## config.mk

```make
export PLATFORM = sky130hd
export DESIGN_NAME = serial_add_arbiter
export DESIGN_NICKNAME = d
export VERILOG_FILES = /design/src/rtl/serial_add_arbiter.sv
export SDC_FILE = /design/constraint.sdc
export NUM_CORES = 1
export LEC_CHECK = 0
export CAP_MARGIN = 20
export CORE_UTILIZATION = 30
export DETAILED_ROUTE_END_ITERATION = 8
export PLACE_DENSITY_LB_ADDON = 0.3
export SKIP_CTS_REPAIR_TIMING = 1
export SYNTH_ARGS = -nofsm -noshare
export SYNTH_HDL_FRONTEND = slang
export SYNTH_SLANG_ARGS = --single-unit
```

## constraint.sdc

```tcl
create_clock -name clk -period 2.14 [get_ports clk]
set_input_delay 0.642 -clock clk [delete_from_list [all_inputs] [get_ports clk]]
set_output_delay 0.642 -clock clk [all_outputs]
set_load 0.05 [all_outputs]
```

## src/rtl/serial_add_arbiter.sv

```systemverilog
// serial_add_arbiter
// Shares one bit-serial adder between two requesters. A round-robin arbiter
// grants the adder, the winner's operands are captured at the grant edge and
// added LSB-first over W cycles. The W-bit sum, the carry-out and a one-cycle
// done pulse are returned to the owner. All handshake outputs are registered.

module serial_add_arbiter #(
  parameter int W = 8
) (
  input  logic         clk,
  input  logic         Mrst_n,
  input  logic         req0,
  input  logic         req1,
  input  logic [W-1:0] a0,
  input  logic [W-1:0] b0,
  input  logic [W-1:0] a1,
  input  logic [W-1:0] b1,
  output logic         gnt0,
  output logic         gnt1,
  output logic         done0,
  output logic         done1,
  output logic [W-1:0] sum,
  output logic         cout,
  output logic         busy
);

  localparam int CW = $clog2(W);
  localparam logic [CW-1:0] CNT_LAST = CW'(W - 1);
  localparam logic [CW-1:0] CNT_ONE  = CW'(1);

  typedef enum logic [1:0] {
    IDLE  = 2'd0,
    SHIFT = 2'd1,
    DONE  = 2'd2
  } state_t;

  // Full-adder sum bit.
  function automatic logic fa_sum(input logic x, input logic y, input logic c);
    return x ^ y ^ c;
  endfunction

  // Full-adder carry: majority of the three inputs.
  function automatic logic fa_carry(input logic x, input logic y, input logic c);
    return (x & y) | (x & c) | (y & c);
  endfunction

  state_t        state_r;
  logic [W-1:0]  a_r;
  logic [W-1:0]  b_r;
  logic          c_r;
  logic [CW-1:0] cnt_r;
  // Owner of the current/last add. Because the owner is always the most
  // recently served requester, it doubles as the round-robin pointer.
  logic          owner_r;
  logic [W-1:0]  sum_r;
  logic          cout_r;
  logic          gnt0_r;
  logic          gnt1_r;
  logic          done0_r;
  logic          done1_r;
  logic          busy_r;

  logic          any_req_s;
  logic          win_s;
  logic          bit_s;
  logic          carry_s;

  // Arbitration winner and the serial full-adder slice.
  always_comb begin
    any_req_s = req0 | req1;
    if (req0 && req1) begin
      win_s = ~owner_r;
    end else if (req1) begin
      win_s = 1'b1;
    end else begin
      win_s = 1'b0;
    end
    bit_s   = fa_sum(a_r[0], b_r[0], c_r);
    carry_s = fa_carry(a_r[0], b_r[0], c_r);
  end

  // Sequencer: grant, W shift cycles, one done cycle, back to idle.
  always_ff @(posedge clk or negedge Mrst_n) begin
    if (!Mrst_n) begin
      state_r <= IDLE;
      a_r     <= '0;
      b_r     <= '0;
      c_r     <= 1'b0;
      cnt_r   <= '0;
      owner_r <= 1'b1;
      sum_r   <= '0;
      cout_r  <= 1'b0;
      gnt0_r  <= 1'b0;
      gnt1_r  <= 1'b0;
      done0_r <= 1'b0;
      done1_r <= 1'b0;
      busy_r  <= 1'b0;
    end else begin
      case (state_r)
        IDLE: begin
          if (any_req_s) begin
            state_r <= SHIFT;
            owner_r <= win_s;
            a_r     <= win_s ? a1 : a0;
            b_r     <= win_s ? b1 : b0;
            c_r     <= 1'b0;
            cnt_r   <= '0;
            sum_r   <= '0;
            cout_r  <= 1'b0;
            gnt0_r  <= ~win_s;
            gnt1_r  <= win_s;
            busy_r  <= 1'b1;
            done0_r <= 1'b0;
            done1_r <= 1'b0;
          end else begin
            state_r <= IDLE;
            gnt0_r  <= 1'b0;
            gnt1_r  <= 1'b0;
            busy_r  <= 1'b0;
            done0_r <= 1'b0;
            done1_r <= 1'b0;
          end
        end
        SHIFT: begin
          a_r   <= {1'b0, a_r[W-1:1]};
          b_r   <= {1'b0, b_r[W-1:1]};
          c_r   <= carry_s;
          sum_r <= {bit_s, sum_r[W-1:1]};
          if (cnt_r == CNT_LAST) begin
            // Last bit: the sum register is now complete.
            state_r <= DONE;
            cout_r  <= carry_s;
            done0_r <= ~owner_r;
            done1_r <= owner_r;
          end else begin
            state_r <= SHIFT;
            cnt_r   <= cnt_r + CNT_ONE;
          end
        end
        DONE: begin
          state_r <= IDLE;
          gnt0_r  <= 1'b0;
          gnt1_r  <= 1'b0;
          busy_r  <= 1'b0;
          done0_r <= 1'b0;
          done1_r <= 1'b0;
        end
        default: begin
          state_r <= IDLE;
          gnt0_r  <= 1'b0;
          gnt1_r  <= 1'b0;
          busy_r  <= 1'b0;
          done0_r <= 1'b0;
          done1_r <= 1'b0;
        end
      endcase
    end
  end

  assign gnt0  = gnt0_r;
  assign gnt1  = gnt1_r;
  assign done0 = done0_r;
  assign done1 = done1_r;
  assign sum   = sum_r;
  assign cout  = cout_r;
  assign busy  = busy_r;

endmodule

```

* Word-level counts from Yosys, hierarchy flattened
Index checks and enable logic that the tools add are counted.
** Cells by class
- $add $sub $neg :: 1
- Equal/unequal tests :: 5
- Multiplexer cells :: 30
- Bitwise logic cells :: 10
- Reductions and logical operators :: 7
** Operator list (count)
- $pmux 8 s2 :: 3
- $mux 8 :: 5
- $mux 1 :: 12
- $pmux 1 s2 :: 5
- $mux 3 :: 2
- $ne 2x2->1 const B :: 3
- $pmux 3 s2 :: 1
- $reduce_and 3->1 :: 2
- $pmux 2 s2 :: 1
- $reduce_and 2->1 :: 2
- $add 3x1->3 const B :: 1
- $and 1x1->1 :: 3
- $eq 3x3->1 const B :: 1
- $or 1x1->1 :: 3
- $eq 2x1->1 const B :: 1
- $logic_not 2->1 :: 1
- $mux 2 :: 1
- $not 1->1 :: 2
- $reduce_bool 2->1 :: 1
- $xor 1x1->1 :: 2
- $logic_and 1x1->1 :: 1
** Storage, ports and cells
- Register bits after elaboration :: 37
- Input port bits :: 36
- Output and inout bits :: 14
- Word-level logic and storage cells :: 66

* Logic depth before layout (Yosys ltp)
Gate-level depths: netlist of the first run.
- Word-level depth :: 5
- Depth in mapped cells :: 5
- Depth with buffers taken out :: 5

* Least setup slack after synthesis of the first run
No wires, ideal clock.
- Path kind :: register to register
- Start :: reg cnt_r[0]
- End :: reg cnt_r[0]
- Library setup time :: 125 ps
- Data arrival time :: 1400 ps
- Required time :: 2015 ps
- Setup slack :: 615 ps
- Stages on the path, launching flop included :: 6
- Clock period less this slack :: 1525 ps
- Cell sequence :: dfrtp_1 > ha_1 > ha_1 > nor3b_2 > a21oi_1 > mux2_2
** Between the ends
- Longest elaborated chain between the ends :: 3
- Elaborated cells on any way between the ends :: 6
** Ends and longest elaborated chain
- start: declaration :: line 51 : logic [CW-1:0] cnt_r;
- start signal: assignment :: line 137 : cnt_r <= cnt_r + CNT_ONE;
- $add 3x1->3 / $eq 3x3->1 (equally long branches) :: line 137, 129
- $mux 3 / $ne 2x2->1 (equally long branches)
- $pmux 3 s2 / $reduce_and 3->1 (equally long branches)
Several ways; a longest one is shown, not always the timed one. The select of a mux whose other input is x is not followed.
A chain may end at the register's enable or synchronous reset.

* Worst setup path in the final report of the first run
- Start :: reg sum_r[0] (netlist: sum[0])
- End :: out sum[0]
** RTL lines
- start: declaration :: line 55 : logic [W-1:0] sum_r;
- start signal: assignment :: line 128 : sum_r <= {bit_s, sum_r[W-1:1]};
- end: declaration :: line 22 : output logic [W-1:0] sum,
No word-level cell between the ends.

==> results.json, run 1 <==
{
  "critPathMaxStageDelay_ns": 0.80,
  "postSynthCellCount": 143,
  "finalSetupViolCount": 0,
  "finalCriticalPeriod_ns": 2.081,
  "grt_setup_unrepaired": "no",
  "maxCapViolCount": 0,
  "synth_compound_area_share_pct": 20.10,
  "end_kind": "output port",
  "dp.cells": 264,
  "p_leak_nw": 1.090,
  "synthXorXnorAreaFrac_pct": 0,
  "drt_iter0_drc": 49,
  "final_hold_viol_count": 0,
  "yosysWarnings": 0,
  "clock_power_share_pct": 18.4,
  "io_buffers": 49,
  "synthSimpleGateAreaFrac_pct": 6.749,
  "start_kind": "flop",
  "cts_buffer_depth": 2,
  "avgSynthCellArea_sq_um": 12.06,
  "holdCritPathClass": "input pin to asynchronous set/reset pin",
  "grt_max_degree": 38,
  "drc": 0,
  "muxShareOfSynthArea_pct": 11.10,
  "finalPower_mw": 3.428,
  "viasPerCell": 4.805,
  "root_buffer": "clkbuf_8",
  "clkLatencyLatePin_ns": 0.29,
  "synth_seq_cells": 37,
  "num_antenna_cells": 0,
  "vias": 1307,
  "critPathSlowestCell": "clkdlybuf4s50_1",
  "cellPowerDensity_nw_per_um2": 1418,
  "dpl_cell_area_sq_um": 2301,
  "critical_path.max_fanout": 2,
  "drt-pass1-iter-count": 4,
  "drtAntennaViolNets": 0,
  "syn_nets": 182,
  "timing.final.crit_share_pct": 97.24,
  "finClkSkew_ns": 0.004568,
  "fmax_ghz": 0.4805,
  "maxSlewHeadroom_pct": 66.47,
  "yosys.area.top_type_share_pct": 52.25,
  "grt_use_total_pct": 14.51,
  "cts_sinks": 37,
  "drv_slew": 0,
  "synthAdderAreaFrac_pct": 2.612,
  "start_util_pct": 31.31,
  "status": "complete, no violations",
  "yosysTopAreaCell": "dfrtp_1",
  "cp_top_family": "buffers and inverters",
  "antenna_found_initial": 0,
  "synth_top_family_by_area": "compound AO/OA/AOI/OAI gates",
  "drive_above_1_share_pct": 18.50,
  "routabilityCongestion": 0.7127,
  "path_cells": "clkdlybuf4s50_1",
  "synth_area_sq_um": 1724,
  "synth_area_leaders": "dfrtp_1, mux2i_1, a22o_1, o221ai_1, nand2_1",
  "area_growth_syn_to_layout_pct": 40.20,
  "coreArea_sq_um": 5507,
  "io_pins": 50,
  "cts_buffers": 5,
  "cts_tree": "yes",
  "dp.final_hpwl_um": 2732,
  "grt_pass1_vias": 1351,
  "vdd_drop_max_uv": 622.7,
  "tightest_slew_ns": 0.5029,
  "grt_pass1_wl_um": 6637,
  "die_h_um": 77.81,
  "pwr-share-seq_pct": 35.6,
  "fillers": 523,
  "worst-r2r-cell-count": 5,
  "path_buf_inv": 1,
  "final_cell_area_sq_um": 2417,
  "fin_nets": 238,
  "rows": 27,
  "p_int_mw": 2.048,
  "netSwitchingFraction_pct": 40.26,
  "p_sw_mw": 1.380,
  "fp.dieW_um": 77.81,
  "path_depth": 1,
  "critical_path_class": "flop to output port",
  "globalRouteOverflowTotal": 0,
  "ys_types": 33,
  "seq_area_frac_synth_pct": 53.77,
  "layoutNonFillerInstCount": 272,
  "h-tree-depth": 2,
  "die_area_sq_um": 6054,
  "finalSetupTns_ns": 0,
  "wl_um": 3909,
  "worstPathRequired_ns": 1.50,
  "fin_util_pct": 43.90,
  "cp.arrival_ns": 1.44,
  "clk_pin_slew_ns": 0.07,
  "wl_per_cell_um": 14.37,
  "power_frac_comb_pct": 46.0
}
## metrics by stage
stage | setup WS [ns] | hold slack [ns]
after floorplan | 0.6149 | 0.3464
after global placement | 0.02168 | 0.4640
after detailed placement | -0.01085 | 0.4627
after CTS | 0.03771 | 0.3988
after global routing | 0.01700 | 0.4234
final | 0.05901 | 0.3826
## layout by cell type (no fill, tap or decap), types with 2 or more instances in the layout
cell / instances
dfrtp_1: 36
clkdlybuf4s50_1: 35
mux2i_1: 18
buf_4: 18
o221ai_1: 12
a22o_1: 12
nand2_1: 11
inv_1: 9
o21ai_0: 8
clkbuf_8: 6
nor2_1: 4
a21oi_1: 3
buf_12: 3
o2bb2ai_1: 2
ha_1: 2
## power groups by stage
| stage | Clock [mW] | Combinational [mW] | Sequential, mW |
|---|---|---|---|
| final | 0.631 | 1.58 | 1.22 |
| after global routing | 0.678 | 1.71 | 1.26 |
| after global placement | 0 | 1.57 | 1.23 |
| after detailed placement | 0 | 1.60 | 1.23 |
| after CTS | 0.645 | 1.60 | 1.22 |
| after floorplan | 0 | 0.724 | 1.57 |
## area by class of cell
class | count | area [sq um] | area share, %
Clock buffer | 7 | 86.33 | 3.571
Sequential cell | 37 | 927.1 | 38.35
Inverter | 9 | 33.78 | 1.398
Clock inverter | 1 | 30.03 | 1.242
Multi-Input combinational cell | 89 | 699.4 | 28.93
Tap cell | 72 | 90.09 | 3.727
Timing Repair Buffer | 57 | 550.5 | 22.77
## synthesized netlist by cell type (all sizes together)
library cell	number
a211o	1
a21boi	1
a21oi	3
a22o	12
a22oi	1
a31oi	1
a32o	1
and2	1
buf	5
clkbuf	3
dfrtp	36
dfstp	1
fa	1
ha	2
inv	9
mux2	1
mux2i	18
nand2	12
nand2b	1
nor2	4
nor2b	1
nor3	1
nor3b	1
o211ai	2
o21ai	8
o221ai	12
o2bb2ai	2
or2	2
## routing by layer
layer  vias to the layer above  global-route usage (%)  share of wire, %
li1                        644                       -                 -
met1                       622                   19.47                49
met2                        34                   21.06                44
met3                         7                   3.882               5.4
met4                         0                   7.925               1.9
met5                         -                       0                 0
## path summary, 6_finish.rpt
path                                      startpoint              endpoint  slack [ns]
worst max-delay path              sum[0]$_DFFE_PN0P_                sum[0]        0.06
worst min-delay path                          Mrst_n      busy$_DFFE_PN0N_        0.38
worst max register to register  cnt_r[0]$_DFFE_PN0P_  cnt_r[0]$_DFFE_PN0P_        0.46
worst min register to register    a_r[2]$_DFFE_PN0P_    a_r[1]$_DFFE_PN0P_        0.47
max in group asynchronous                     Mrst_n   owner_r$_DFFE_PN1P_        1.40
min in group clk                  a_r[2]$_DFFE_PN0P_    a_r[1]$_DFFE_PN0P_        0.47
## sequential cells by signal (all words and copies together) (netlist names)
| signal | count |
|---|---|
| c_r | 1 |
| sum | 8 |
| b_r | 8 |
| cout | 1 |
| done0 | 1 |
| busy | 1 |
| gnt1 | 1 |
| cnt_r | 3 |
| a_r | 8 |
| done1 | 1 |
| owner_r | 1 |
| gnt0 | 1 |
| state_r | 2 |
## logic make-up after synthesis
| group | Yosys count |
|---|---|
| AOI/OAI and AO/OA | 44 |
| DFF | 37 |
| and+or+nand+nor | 23 |
| muxes | 19 |
| buffers and inverters | 17 |
| adders and majority gates | 3 |
Note: power is estimated with default switching activity, not from simulation.
==> run 2: changes to the inputs <==
--- a/config.mk
+++ b/config.mk
@@ -13,3 +13,4 @@
 export SYNTH_ARGS = -nofsm -noshare
 export SYNTH_HDL_FRONTEND = slang
 export SYNTH_SLANG_ARGS = --single-unit
+export TNS_END_PERCENT = 50
==> results of run 2 <==
No change in the layout: final DEF, timing and power equal those of run 1.
